### src/rtl/three_of_six_decoder.sv
// Symbol-serial 3-of-6 receiver: reassembles 8 six-bit symbols into a 24-bit word.
// THREE_OF_SIX_WEIGHT_CHECK_EN enables the per-symbol weight check, word_err and err_count.
module three_of_six_decoder (
  input  logic        clk,
  input  logic        rst,
  input  logic        flush,
  input  logic [5:0]  sym_in,
  input  logic        sym_valid,
  output logic        sym_ready,
  output logic [23:0] payload,
  output logic        word_valid,
  input  logic        word_ready,
  output logic        word_err,
  output logic [7:0]  err_count
);

  localparam int NSYM  = 8;
  localparam int DAT_W = 3;
  localparam int PAY_W = NSYM * DAT_W;

  typedef enum logic {COLLECT, HOLD} state_t;

  state_t             r_state, w_state_nxt;
  logic [2:0]         r_idx;
  logic [PAY_W-1:0]   r_shadow;
  logic [PAY_W-1:0]   r_payload;
  logic               r_word_valid;
  logic               w_accept;
  logic               w_last;
  logic               w_handoff;
  logic               w_clear;

  // Ready depends only on state and flush so upstream never sees a combinational loop.
  assign sym_ready  = (r_state == COLLECT) && !flush && !rst;
  assign payload    = r_payload;
  assign word_valid = r_word_valid;

  always_ff @(posedge clk or posedge rst) begin
    if (rst) r_state <= COLLECT;
    else     r_state <= w_state_nxt;
  end

  always_comb begin
    w_state_nxt = r_state;
    w_accept    = 1'b0;
    w_last      = 1'b0;
    w_handoff   = 1'b0;
    w_clear     = 1'b0;
    case (r_state)
      COLLECT: begin
        w_clear  = flush;
        w_accept = sym_valid && sym_ready;
        w_last   = w_accept && (r_idx == 3'd7);
        if (w_last) w_state_nxt = HOLD;
      end
      HOLD: begin
        if (r_word_valid && word_ready) begin
          w_handoff   = 1'b1;
          w_state_nxt = COLLECT;
        end
      end
      default: w_state_nxt = COLLECT;
    endcase
  end

  always_ff @(posedge clk or posedge rst) begin
    if (rst) begin
      r_idx        <= '0;
      r_shadow     <= '0;
      r_payload    <= '0;
      r_word_valid <= 1'b0;
    end else begin
      if (w_clear) begin
        r_idx    <= '0;
        r_shadow <= '0;
      end else if (w_last) begin
        r_payload    <= {sym_in[5:3], r_shadow[PAY_W-DAT_W-1:0]};
        r_word_valid <= 1'b1;
        r_idx        <= '0;
        r_shadow     <= '0;
      end else if (w_accept) begin
        r_shadow[DAT_W*r_idx +: DAT_W] <= sym_in[5:3];
        r_idx                          <= r_idx + 3'd1;
      end
      if (w_handoff) r_word_valid <= 1'b0;
    end
  end

`ifdef THREE_OF_SIX_WEIGHT_CHECK_EN
  logic       w_bad;
  logic       r_sticky;
  logic       r_word_err;
  logic [7:0] r_err_count;

  // Bad symbols still land in the payload; only the flag records them.
  assign w_bad     = ($countones(sym_in) != 3);
  assign word_err  = r_word_err;
  assign err_count = r_err_count;

  always_ff @(posedge clk or posedge rst) begin
    if (rst) begin
      r_sticky   <= 1'b0;
      r_word_err <= 1'b0;
    end else if (w_clear) begin
      r_sticky <= 1'b0;
    end else if (w_last) begin
      r_word_err <= r_sticky | w_bad;
      r_sticky   <= 1'b0;
    end else if (w_accept) begin
      r_sticky <= r_sticky | w_bad;
    end
  end

  always_ff @(posedge clk or posedge rst) begin
    if (rst)                                                r_err_count <= '0;
    else if (w_handoff && r_word_err && r_err_count != 8'hFF) r_err_count <= r_err_count + 8'd1;
  end
`else
  logic w_unused_bal;
  assign w_unused_bal = ^sym_in[2:0];
  assign word_err     = 1'b0;
  assign err_count    = 8'd0;
`endif

endmodule

### config.mk
export PLATFORM = sky130hd
export DESIGN_NAME = three_of_six_decoder
export DESIGN_NICKNAME = d
export VERILOG_FILES = /design/src/rtl/three_of_six_decoder.sv
export SDC_FILE = /design/constraint.sdc
export NUM_CORES = 1
export LEC_CHECK = 0
export ABC_AREA = 1
export ABC_CLOCK_PERIOD_IN_PS = 4500
export BUFFER_PORTS_ARGS = -buffer_cell sky130_fd_sc_hd__buf_2
export CAP_MARGIN = 20
export CORE_UTILIZATION = 55
export DETAILED_ROUTE_END_ITERATION = 10
export PLACE_DENSITY_LB_ADDON = 0.05
export SLEW_MARGIN = 5
export SYNTH_ARGS = -nofsm -noshare
export SYNTH_HDL_FRONTEND = slang
export SYNTH_SLANG_ARGS = --single-unit
### constraint.sdc
create_clock -name clk -period 4.5 [get_ports clk]
set_input_delay 0.225 -clock clk [delete_from_list [all_inputs] [get_ports clk]]
set_output_delay 0.225 -clock clk [all_outputs]
set_load 0.02 [all_outputs]
==> run metrics <==
synthesized flop and latch total 50; via/cell ratio 4.98; Final HPWL DP ~2.9 mm; fmax ~400 MHz; Max FO, Critical Path 22; synth top area cells dfrtp_1, nand2_1, nand3_1; Sum Neg Setup Slack 0 ns; period utilization 0.559; FF+latch area 0.00125 mm2; DR iter-0 viols roughly 150; CTS root buf clkbuf_8; # IOs 46; antenna violations before repair 0; CTS clock-pin slew for the worst setup and hold paths ~0.08 ns; outcome completed; grt total ovfl 0; Die Ht between 60 and 70 um; crit-path cells ha_1 > ha_1 > nand4_2 > buf_4 > nand2_2 > inv_2 > nand2_1 > nand2_1 > nand2_1; synthesized area about 0.0024 mm2; r2r setup slk 1.99 ns; Pint 0.593 mW; Clk pwr share 0.334; syn avg cell area roughly 8 um2; GRT Resource Usage Total 0.215; share of the synthesized area in the top cell type 0.527; Initial Util 0.581; Slew Viols, Final 0; CP max stage cell dfrtp_1; # resized after CTS 0; Gate Count Post-Synth 288; detailed-route via count 1844; Crit path required time 4.75 ns; Logic pwr share 0.085; Final Wtd Congestion just over 0.8; Synth area leader dfrtp_1; Tmin final 2.51 ns; total die area 0.00458 mm2; critical path type reg2reg; P_sw 0.197 mW; global-route wire length before repair 7.18 mm; layout filler cell count between 300 and 400; Pwr Density 305 mW/mm2; clk_skew 0.00482 ns; startpoint types register; Final Hold Viols 0; share of power burned in registers 0.581; Hold Path Class in2async; crit-path most repeated cell nand2_1; Die X between 60 and 70 um; largest net degree at the start of global routing 52; Hold WS between 0.1 and 0.15 ns; RSZ-0062 raised after global routing false; core area 0.00409 mm2; Cell Rows 23; layout overhead on the synthesized area 9.12%; TritonRoute pass-1 iters 5; LEAKAGE 1.53 nW; total power 0.790 mW; # setup viols final 0; H-tree levels 2; # DRC 0; hold_buf cts 0; Post-CTS Setup Repair Bufs 0; Slew Limit Headroom 0.537; sequential share of the synthesized area 0.527; layout net count 334; CTS tree done; antenna fix cells 0; Arrival @ worst endpoint between 2 and 3 ns; sw frac 0.249; Worst VDD drop 0.000159 V; drt wl/cell around 11 um; Clock Latency Late Sink 0.30 ns; Post-DRT Antenna Nets 0; Slew @ Worst Pin 0.694 ns; Worst Setup End Kind register; Num CTS Buffers 5; # Max-Cap Violations 0; Yosys cell types 23; Port-buffer cells 33; share of cells above drive strength 1 0.178; clock buffer depth 2; CTS sink count 50; vias in the first global route 1592; total wire length 4.22 mm; Synth warnings 0; multi-input logic area 942 um2; CP peak stage delay between 0.4 and 0.5 ns
-- cell type report --
type | count | area share
Clock buffer | 7 | 0.0333
Clock inverter | 1 | 0.00193
Inverter | 17 | 0.0246
Multi-Input combinational cell | 210 | 0.364
Sequential cell | 50 | 0.483
Tap cell | 50 | 0.0241
Timing Repair Buffer | 35 | 0.0695
-- cell families after synthesis --
kind of cell / Yosys count / synth area share
AND/OR/NAND/NOR: 190 / 0.345
flip-flops: 50 / 0.527
buffers and inverters: 36 / 0.0890
AO/OA/AOI/OAI: 7 / 0.0163
adder cells (fa/ha/maj): 4 / 0.0211
other: 1 / 0.00158
-- cells in the mapped netlist --
cell      count
buf_2         4
buf_4         9
buf_6         5
clkbuf_1      1
clkinv_1      1
conb_1        1
dfrtp_1      50
ha_1          4
inv_1        15
inv_2         1
nand2_1     128
nand2_2       2
nand2_4       1
nand3_1      27
nand3_2       5
nand3b_1      1
nand4_1       2
nand4_2       1
nor2_1       18
nor2_2        4
nor3_1        1
o21ai_0       6
o22a_1        1
-- registers in the layout (all words and copies together) (netlist names) --
register,cells
r_shadow,21
r_state,1
word_valid,1
r_idx,3
payload,24
-- worst paths after layout --
path,startpoint,end,cells past startpoint
min reg2reg,r_shadow[3]$_DFFE_PP0P_,payload[3]$_DFFE_PP0P_,2
min in group clk,word_ready,r_state$_DFF_PP0_,4
min,rst,r_shadow[0]$_DFFE_PP0P_,3
max,r_idx[0]$_DFFE_PP0P_,r_shadow[11]$_DFFE_PP0P_,9
max in group asynchronous,rst,r_idx[0]$_DFFE_PP0P_,3
max reg2reg,r_idx[0]$_DFFE_PP0P_,r_shadow[11]$_DFFE_PP0P_,9
-- critical path: cells and delay by family (launching register included) --
kind	cells	cell delay (ns)
adder cells (fa/ha/maj)	2	0.48
buffers and inverters	2	0.59
flip-flops	1	0.48
AND/OR/NAND/NOR	5	0.91
-- metal layers --
| metal | GRT usage | routed length, um | part of all wire | vias to the layer above |
|---|---|---|---|---|
| met1 | 0.284 | 2010 | 0.48 | 849 |
| met2 | 0.334 | 1960 | 0.47 | 47 |
| met4 | 0.0931 | 69 | 0.016 | 0 |
| met3 | 0.0507 | 176 | 0.042 | 7 |
| li1 | - | - | - | 941 |
| met5 | 0 | 0 | 0 | - |
-- metrics by stage --
stage,area [um2],util,instances,setup slack [ns]
after floorplan,2400,-,296,2.35
after global placement,2500,0.612,362,1.95
after detailed placement,2500,0.612,362,1.95
after CTS,2590,0.634,370,1.95
after global routing,2590,0.634,370,1.69
final,2590,0.634,370,1.99
-- placed cells by master, fill, tap and decap left out --
cell type,count
nand3b_1,1
nand4_1,2
nor3_1,1
nor2_1,18
clkbuf_1,1
clkinv_1,1
nand3_1,27
buf_4,2
nor2_2,4
nand2_4,1
o22a_1,1
inv_1,14
conb_1,9
o21ai_0,6
nand2_2,2
nand3_2,5
nand4_2,1
ha_1,4
dfrtp_1,50
clkbuf_8,6
clkinv_2,1
nand2_1,128
buf_2,33
inv_2,2
-- power groups by stage --
stage               combinational, mW  sequential [mW]  clock (mW)
floorplan                      0.0608            0.468           0
global placement               0.0672            0.468           0
detailed placement             0.0676            0.468           0
CTS                            0.0677            0.459       0.270
global route                   0.0768            0.460       0.288
finish                         0.0675            0.459       0.264
(Power assumes the default switching activity.)
